`config.mk`:
```
export PLATFORM = sky130hd
export DESIGN_NAME = mem_wb_stage
export DESIGN_NICKNAME = d
export VERILOG_FILES = /design/src/rtl/mips_pkg.sv /design/src/rtl/wb_mux.sv /design/src/rtl/mem_wb_stage.sv
export SDC_FILE = /design/constraint.sdc
export NUM_CORES = 1
export LEC_CHECK = 0
export ABC_CLOCK_PERIOD_IN_PS = 2000
export CAP_MARGIN = 25
export CORE_MARGIN = 2
export CORE_UTILIZATION = 46
export CTS_CLUSTER_DIAMETER = 200
export DETAILED_ROUTE_END_ITERATION = 8
export PLACE_DENSITY = 0.78
export SYNTH_ARGS = -nofsm -noshare
export SYNTH_HDL_FRONTEND = slang
export SYNTH_HIERARCHICAL = 1
export SYNTH_SLANG_ARGS = --single-unit
```
`constraint.sdc`:
```
create_clock -name i_clock -period 2 [get_ports i_clock]
set_input_delay 0.2 -clock i_clock [delete_from_list [all_inputs] [get_ports i_clock]]
set_output_delay 0.2 -clock i_clock [all_outputs]
set_load 0.05 [all_outputs]
```
`src/rtl/mips_pkg.sv`:
```
// mips_pkg: shared write-back select codes and MEM/WB pipe state encodings
package mips_pkg;
    localparam logic [1:0] WB_ALU  = 2'b00;
    localparam logic [1:0] WB_MEM  = 2'b01;
    localparam logic [1:0] WB_LINK = 2'b10;
    typedef enum logic [1:0] {
        RUN       = 2'd0,
        HALT_SEEN = 2'd1,
        HALTED    = 2'd2
    } state_t;
endpackage

```
`src/rtl/wb_mux.sv`:
```
// wb_mux: combinational write-back source select, shared with the forwarding unit
module wb_mux
    import mips_pkg::*;
#(
    parameter int DATA_WIDTH = 32
) (
    input  logic [1:0]            i_wbsel,
    input  logic [DATA_WIDTH-1:0] i_alu,
    input  logic [DATA_WIDTH-1:0] i_data,
    input  logic [DATA_WIDTH-1:0] i_pclink,
    output logic [DATA_WIDTH-1:0] o_data
);
    // reserved code 2'b11 falls back to the ALU result, same as WB_ALU
    always_comb begin
        o_data = (i_wbsel == WB_MEM) ? i_data : (i_wbsel == WB_LINK) ? i_pclink : i_alu;
    end
endmodule

```
`src/rtl/mem_wb_stage.sv`:
```
// mem_wb_stage: MEM/WB pipeline register, write-back select and halt freeze.
// Optional retire counter enabled by defining RETIRE_CNT_EN.
module mem_wb_stage
    import mips_pkg::*;
#(
    parameter int DATA_WIDTH     = 32,
    parameter int REG_ADDR_WIDTH = 5,
    parameter int CNT_WIDTH      = 32
) (
    input  logic                      i_clock,
    input  logic                      i_reset_n,
    input  logic                      i_stall,
    input  logic                      i_flush,
    input  logic                      i_valid,
    input  logic                      i_halt,
    input  logic                      i_regwrite,
    input  logic [1:0]                i_wbsel,
    input  logic [DATA_WIDTH-1:0]     i_aluresult,
    input  logic [DATA_WIDTH-1:0]     i_dataread,
    input  logic [DATA_WIDTH-1:0]     i_pclink,
    input  logic [REG_ADDR_WIDTH-1:0] i_rd,
    output logic                      o_regwrite,
    output logic [REG_ADDR_WIDTH-1:0] o_rd,
    output logic [DATA_WIDTH-1:0]     o_writedata,
    output logic                      o_halted,
    output logic [CNT_WIDTH-1:0]      o_retired
);
    state_t                    r_state;
    state_t                    w_next;
    logic                      r_valid;
    logic                      r_halt;
    logic                      r_regwrite;
    logic [1:0]                r_wbsel;
    logic [DATA_WIDTH-1:0]     r_alu;
    logic [DATA_WIDTH-1:0]     r_data;
    logic [DATA_WIDTH-1:0]     r_pclink;
    logic [REG_ADDR_WIDTH-1:0] r_rd;
    logic                      w_run;
    logic                      w_valid;

    assign w_run   = (r_state == RUN);
    // once a HALT has retired the latched slot is dead, even if it was captured on the retiring edge
    assign w_valid = r_valid & w_run;

    // next state: a retiring HALT freezes the pipe after one drain cycle
    always_comb begin
        w_next = (r_state == RUN) ? ((r_valid && r_halt) ? HALT_SEEN : RUN) : HALTED;
    end

    // state register
    always_ff @(posedge i_clock or negedge i_reset_n) begin
        if (!i_reset_n) r_state <= RUN;
        else            r_state <= w_next;
    end

    // pipeline latch: flush beats stall, frozen after HALT
    always_ff @(posedge i_clock or negedge i_reset_n) begin
        if (!i_reset_n) begin
            r_valid    <= 1'b0;
            r_halt     <= 1'b0;
            r_regwrite <= 1'b0;
            r_wbsel    <= WB_ALU;
            r_alu      <= '0;
            r_data     <= '0;
            r_pclink   <= '0;
            r_rd       <= '0;
        end else if (!w_run) begin
            r_valid <= 1'b0;
        end else if (i_flush) begin
            r_valid <= 1'b0;
            r_halt  <= 1'b0;
        end else if (!i_stall) begin
            r_valid    <= i_valid;
            r_halt     <= i_halt;
            r_regwrite <= i_regwrite;
            r_wbsel    <= i_wbsel;
            r_alu      <= i_aluresult;
            r_data     <= i_dataread;
            r_pclink   <= i_pclink;
            r_rd       <= i_rd;
        end
    end

    assign o_regwrite = w_valid & ~r_halt & r_regwrite & (r_rd != '0);
    assign o_rd       = r_rd;
    assign o_halted   = (r_state == HALTED);

    wb_mux #(.DATA_WIDTH(DATA_WIDTH)) u_wb_mux (
        .i_wbsel  (r_wbsel),
        .i_alu    (r_alu),
        .i_data   (r_data),
        .i_pclink (r_pclink),
        .o_data   (o_writedata)
    );

`ifdef RETIRE_CNT_EN
    logic [CNT_WIDTH-1:0] r_retired;

    // count non-HALT instructions leaving the latch while running, saturating at all-ones
    always_ff @(posedge i_clock or negedge i_reset_n) begin
        if (!i_reset_n)                            r_retired <= '0;
        else if (w_valid && !r_halt && !(&r_retired)) r_retired <= r_retired + CNT_WIDTH'(1);
    end

    assign o_retired = r_retired;
`else
    assign o_retired = '0;
`endif
endmodule

```
==> metrics.csv, run 1 <==
stage,metric,value,unit
outcome,status,completed,
floorplan,core area,11400,sq um
placed_design,placed cell count,656,
yosys,share of the synthesized area in the top cell type,50.3,%
sta,"Slew Viols, Final",0,
global_route,initial antenna violation count,0,
yosys,register area share after synthesis,50.3,%
detailed_routing,Pre-Repair DR Iteration Count,4,
floorplan,DIE HEIGHT,112,um
sta,total negative setup slack,0,ps
sta,"Hold Vio Cnt, Final",0,
critical_path,critical-path cell list,"nor2b_1, clkdlybuf4s50_1",
floorplan,Horiz. Die Dim,112,um
pwr,Max IR drop VDD,1.45,mV
clocking,clock-pin slew on the worst setup and hold paths,70,ps
yosys,yosys warns,6,
placed_design,hpwl dp,8150,um
sta,Final min period,1950,ps
detailed_routing,Post-Route WL,11000,um
clocking,CTS Sinks,108,
sta,Final setup viols,0,
clocking,CTS tree,yes,
sta,RSZ-0062 raised after global routing,false,
global_route,gr ovfl total,0,
critical_path,"Largest stage delay, worst path",810,ps
critical_path,Setup crit start kind,register,
critical_path,endpoint class of the critical path,primary output,
clocking,CTS Buffer Depth,2,
sta,skew final,8.07,ps
critical_path,Crit Reg-Reg Startpoint,r_state[1],
global_route,largest net degree at the start of global routing,73,
floorplan,I/O pin count,181,
cells_and_area,final core occ,66.1,%
yosys,Synth Cell Area,5370,sq um
cells_and_area,"commonest non-fill, non-tap cell in the layout",clkdlybuf4s50_1,
clocking,H-tree levels,3,
detailed_routing,post-route DRC violation count,0,
sta,Tcrit/Tclk final,97.3,%
yosys,Synth cell types,20,
pwr,total design power,15.4,mW
detailed_routing,final antenna-violating net count,0,
cells_and_area,Finished Layout Cells,674,
clocking,worst-skew pair later-pin latency,340,ps
floorplan,Placement Rows,39,
detailed_routing,initial DRC count,72,
clocking,clk root buf,clkbuf_16,
clocking,total CTS buffers,9,
floorplan,DIE AREA,12600,sq um
critical_path,CP startpoint,r_state[1],
yosys,Syn Inst Count,377,
detailed_routing,DR vias,3411,
critical_path,CP max-delay cell,clkdlybuf4s50_1,
global_route,first-pass GRT wire length,17900,um
yosys,syn avg cell area,14.3,sq um
sta,Hold Worst Slack,349,ps
cells_and_area,share of layout cells above drive strength 1,23.0,%
pwr,Power Dens Cells,2040,nW/um^2
placed_design,gp weighted congestion,0.724,
yosys,Synth area leader,dfrtp_1,
sta,f_max,0.514,GHz
critical_path,worst path bufs/invs,1,
cells_and_area,"commonest cells after routing, fill and taps aside","114 x clkdlybuf4s50_1, 106 x dfrtp_1, 97 x mux2i_1",
placed_design,port buffer count,148,
detailed_routing,number of vias per cell,5.06,
global_route,Overall Global Routing Usage,17.7,%
floorplan,Initial Util,47.1,%
detailed_routing,WL/cell,16.3,um
yosys,synth top area cells,"dfrtp_1 50%, mux2i_1 18%, mux2_2 12%",
cells_and_area,synthesis-to-layout area growth,40.5,%
critical_path,WP data required,1800,ps
hold_path,Hold WC Path Type,in -> async,
critical_path,CP Class,reg -> out,
critical_path,top cell family by delay on the critical path,buffers and inverters,
critical_path,Critical Path AT,1750,ps
critical_path,Critical Path Fanout Max,4,
pwr,leakage power,3.36,nW
global_route,vias in the first global route,3764,
cells_and_area,fin nets,636,
cells_and_area,ANT cells,0,
run,max-cap violations,0,
yosys,number of synthesized register bits,108,
-- area by class of cell --
type	count	area (sq um)
fillers	867	3870
flip-flops and latches	108	2710
multi-input cells	244	2370
repair buffers	161	2000
clock buffers	11	243
well taps	143	179
clock inverters	5	42.5
inverters	2	7.51
-- per-stage QoR --
stage          area, sq um  setup WS (ps)
2_1_floorplan         5510            146
3_3_place_gp          7240            105
3_5_place_dp          7240           35.2
4_1_cts               7550           34.1
5_1_grt               7550           5.12
6_report              7550           53.8
-- power by group --
| group | internal (mW) | switching (mW) |
|---|---|---|
| logic | 4.70 | 4.93 |
| clock network | 0.898 | 0.798 |
| registers | 3.29 | 0.744 |
-- state kept, by name, indices dropped and copies added (netlist names) --
name	count
r_alu	32
r_data	32
r_pclink	32
o_rd	5
r_state	2
r_wbsel	2
r_halt	1
r_regwrite	1
r_valid	1
-- synth_stat cells (all sizes together) --
master / instances
dfrtp: 108
mux2: 104
mux2i: 97
buf: 53
inv: 2
nor2: 2
nor3: 2
a2111oi: 1
a221o: 1
and3b: 1
clkbuf: 1
conb: 1
nor2b: 1
nor4: 1
or2: 1
or3b: 1
-- kinds of logic after synthesis --
logic type             synth area share (%)
multiplexers                           39.9
flip-flops                             50.3
buffers and inverters                  8.13
AND/OR/NAND/NOR                        1.28
AO/OA/AOI/OAI                         0.349
other                                0.0698
-- metal layers --
layer / GRT usage [%] / wire (um)
met3: 5.35 / 785
met5: 0 / 0
met1: 20.7 / 4480
met2: 31.7 / 5530
met4: 5.37 / 192
-- timing repair --
action / CTS / global route
setup endpoints to repair: 9 / 0
hold buffers: 1 / 0
gates resized for setup: 1 / 0
endpoints found under the hold margin: 33 / 0
buffers inserted: 1 / 0
-- worst paths after layout --
kind / to / slack (ps) / cells past startpoint
setup / recovery: o_halted / 50 / 2
hold / removal: r_pclink[17] / 350 / 2
setup reg to reg: r_pclink[21] / 260 / 3
hold reg to reg: r_data[3] / 490 / 1
max in group asynchronous: r_wbsel[1] / 950 / 3
min in group i_clock: r_data[16] / 450 / 2
(Power assumes the default switching activity.)
==> run 2, diff against run 1 <==
CORE_UTILIZATION = 40   (was 46)
GPL_TIMING_DRIVEN = 0   (was not set)
PLACE_DENSITY = 0.69   (was 0.78)
==> run 2 against run 1 <==
Sequential cell count is the same; via count is 3.3% higher; global-route usage grew 0.33 points; non-clock buffer count is 46 higher; core utilization down 10 points; cell count up 12%; design area is 2.0% lower.
==> metrics.csv, run 2 (synthesized netlist as in run 1, its figures left out) <==
stage,metric,value,unit
clocking,clock-pin slew on the worst setup and hold paths,70,ps
global_route,vias in the first global route,3873,
detailed_routing,initial DRC count,63,
clocking,CTS Sinks,108,
placed_design,gp weighted congestion,0.764,
detailed_routing,number of vias per cell,4.68,
sta,Final setup viols,0,
floorplan,I/O pin count,181,
critical_path,Crit Reg-Reg Startpoint,r_state[0],
sta,RSZ-0062 raised after global routing,false,
detailed_routing,DR WL met3,987,um
outcome,status,completed,
sta,final setup margin,66.6,ps
floorplan,DIE HEIGHT,120,um
pwr,leakage power,3.42,nW
detailed_routing,DR vias,3522,
global_route,initial antenna violation count,0,
pwr,Max IR drop VDD,1.20,mV
clocking,H-tree levels,3,
critical_path,Critical Path AT,1730,ps
cells_and_area,"commonest cells after routing, fill and taps aside","114 x clkdlybuf4s50_1, 108 x dfrtp_1, 97 x mux2i_1",
sta,f_max,0.517,GHz
cells_and_area,top flop regs,"r_alu x32, r_data x32, r_pclink x32",
detailed_routing,final antenna-violating net count,0,
cells_and_area,ANT cells,0,
critical_path,endpoint class of the critical path,primary output,
hold_path,Hold WC Path Type,in -> async,
floorplan,Placement Rows,42,
clocking,total CTS buffers,9,
placed_design,hpwl dp,9160,um
critical_path,Setup crit start kind,register,
critical_path,CP Class,reg -> out,
floorplan,DIE AREA,14400,sq um
detailed_routing,Post-Route WL,12300,um
cells_and_area,Filler cells,1167,
sta,Final min period,1930,ps
critical_path,r2r setup slk,170,ps
sta,Worst-Margin Slew,527,ps
clocking,CTS Buffer Depth,2,
detailed_routing,M1 wire length,5210,um
floorplan,Horiz. Die Dim,120,um
floorplan,core area,13200,sq um
detailed_routing,Pre-Repair DR Iteration Count,4,
critical_path,Critical Path Fanout Max,4,
placed_design,port buffer count,148,
critical_path,WP data required,1800,ps
clocking,clk root buf,clkbuf_16,
cells_and_area,share of layout cells above drive strength 1,28.3,%
global_route,Overall Global Routing Usage,18.1,%
global_route,first-pass GRT wire length,19900,um
cells_and_area,synthesis-to-layout area growth,37.7,%
sta,"Hold Vio Cnt, Final",0,
cells_and_area,register area,2700,sq um
run,max-cap violations,0,
global_route,largest net degree at the start of global routing,71,
critical_path,R2R depth,4,
detailed_routing,DR WL met2,5980,um
clocking,CTS tree,yes,
pwr,Power Dens Cells,1770,nW/um^2
sta,Tcrit/Tclk final,96.7,%
global_route,gr ovfl total,0,
floorplan,Initial Util,40.7,%
detailed_routing,DR top layer,met4,
critical_path,reg2reg end,r_alu[9],
placed_design,DP Worst Slack,-326,ps
pwr,total design power,13.1,mW
cells_and_area,multi-input logic area,2370,sq um
cells_and_area,"commonest non-fill, non-tap cell in the layout",clkdlybuf4s50_1,
sta,"Slew Viols, Final",0,
detailed_routing,post-route DRC violation count,0,
clocking,worst-skew pair later-pin latency,340,ps
sta,skew final,4.11,ps
cells_and_area,fin nets,682,
detailed_routing,WL/cell,16.4,um
sta,relative slew slack,64.9,%
==> run 2: changes by cell type in the layout (fill, tap and decap cells not counted), sizes merged <==
cell and change:
clkbuf +6, buf +43, clkinv -2, clkinvlp +1
inv -3
==> run 2: layer usage <==
metal,global-route usage (%),vias to the layer above
met2,31.1,109
li1,-,1670
met3,5.80,12
met1,21.5,1731
met4,5.74,0
met5,0,-
==> run 2: area by class of cell <==
class	count	area share [%]
Clock buffer	14	3.57
Inverter	2	0.101
Buffer	54	5.99
Timing Repair Buffer	153	18.7
Clock inverter	1	0.101
Sequential cell	108	36.5
Tap cell	176	2.98
Multi-Input combinational cell	244	32.0
==> run 2: worst max path at each step <==
stage	startpoint	to	slack [ps]
6_report	r_state[0]	o_halted	70
3_5_place_dp	r_state[1]	o_regwrite	-330
5_1_grt	r_wbsel[0]	o_writedata[4]	4
3_3_place_gp	i_reset_n	r_pclink[2]	-3470
4_1_cts	r_wbsel[0]	o_writedata[0]	0.4
2_1_floorplan	r_state[1]	o_regwrite	150
==> run 2: what timing repair did <==
| action | 4_1_cts | 5_1_grt |
|---|---|---|
| gates resized for setup | 128 | 46 |
| pin swaps | 0 | 2 |
| endpoints found under the hold margin | 38 | 0 |
| setup buffers | 0 | 3 |
| hold buffers | 1 | 0 |
| endpoints found under the setup margin | 33 | 74 |
==> run 2: where the power goes <==
part / internal, mW / switching, mW
sequential: 3.28 / 0.642
combinational: 2.81 / 4.69
clock: 0.909 / 0.765
total: 7.00 / 6.10
==> run 2: metrics by stage <==
stage / hold WS [ps] / cells / util (%) / cell area, sq um / setup TNS (ps)
after floorplan: -95.6 / 408 / - / 5510 / 0
after global placement: 468 / 732 / 54.7 / 7210 / -389090
after CTS: 377 / 749 / 56.9 / 7500 / 0
after global routing: 410 / 752 / 56.1 / 7400 / 0
after detailed placement: 214 / 733 / 54.8 / 7230 / -15130
final: 363 / 752 / 56.1 / 7400 / 0
==> run 2: critical path, cell delays in order (launching register included) <==
cell and delay, ps:
dfrtp_1 430, nor2b_1 130, clkdlybuf4s50_1 820
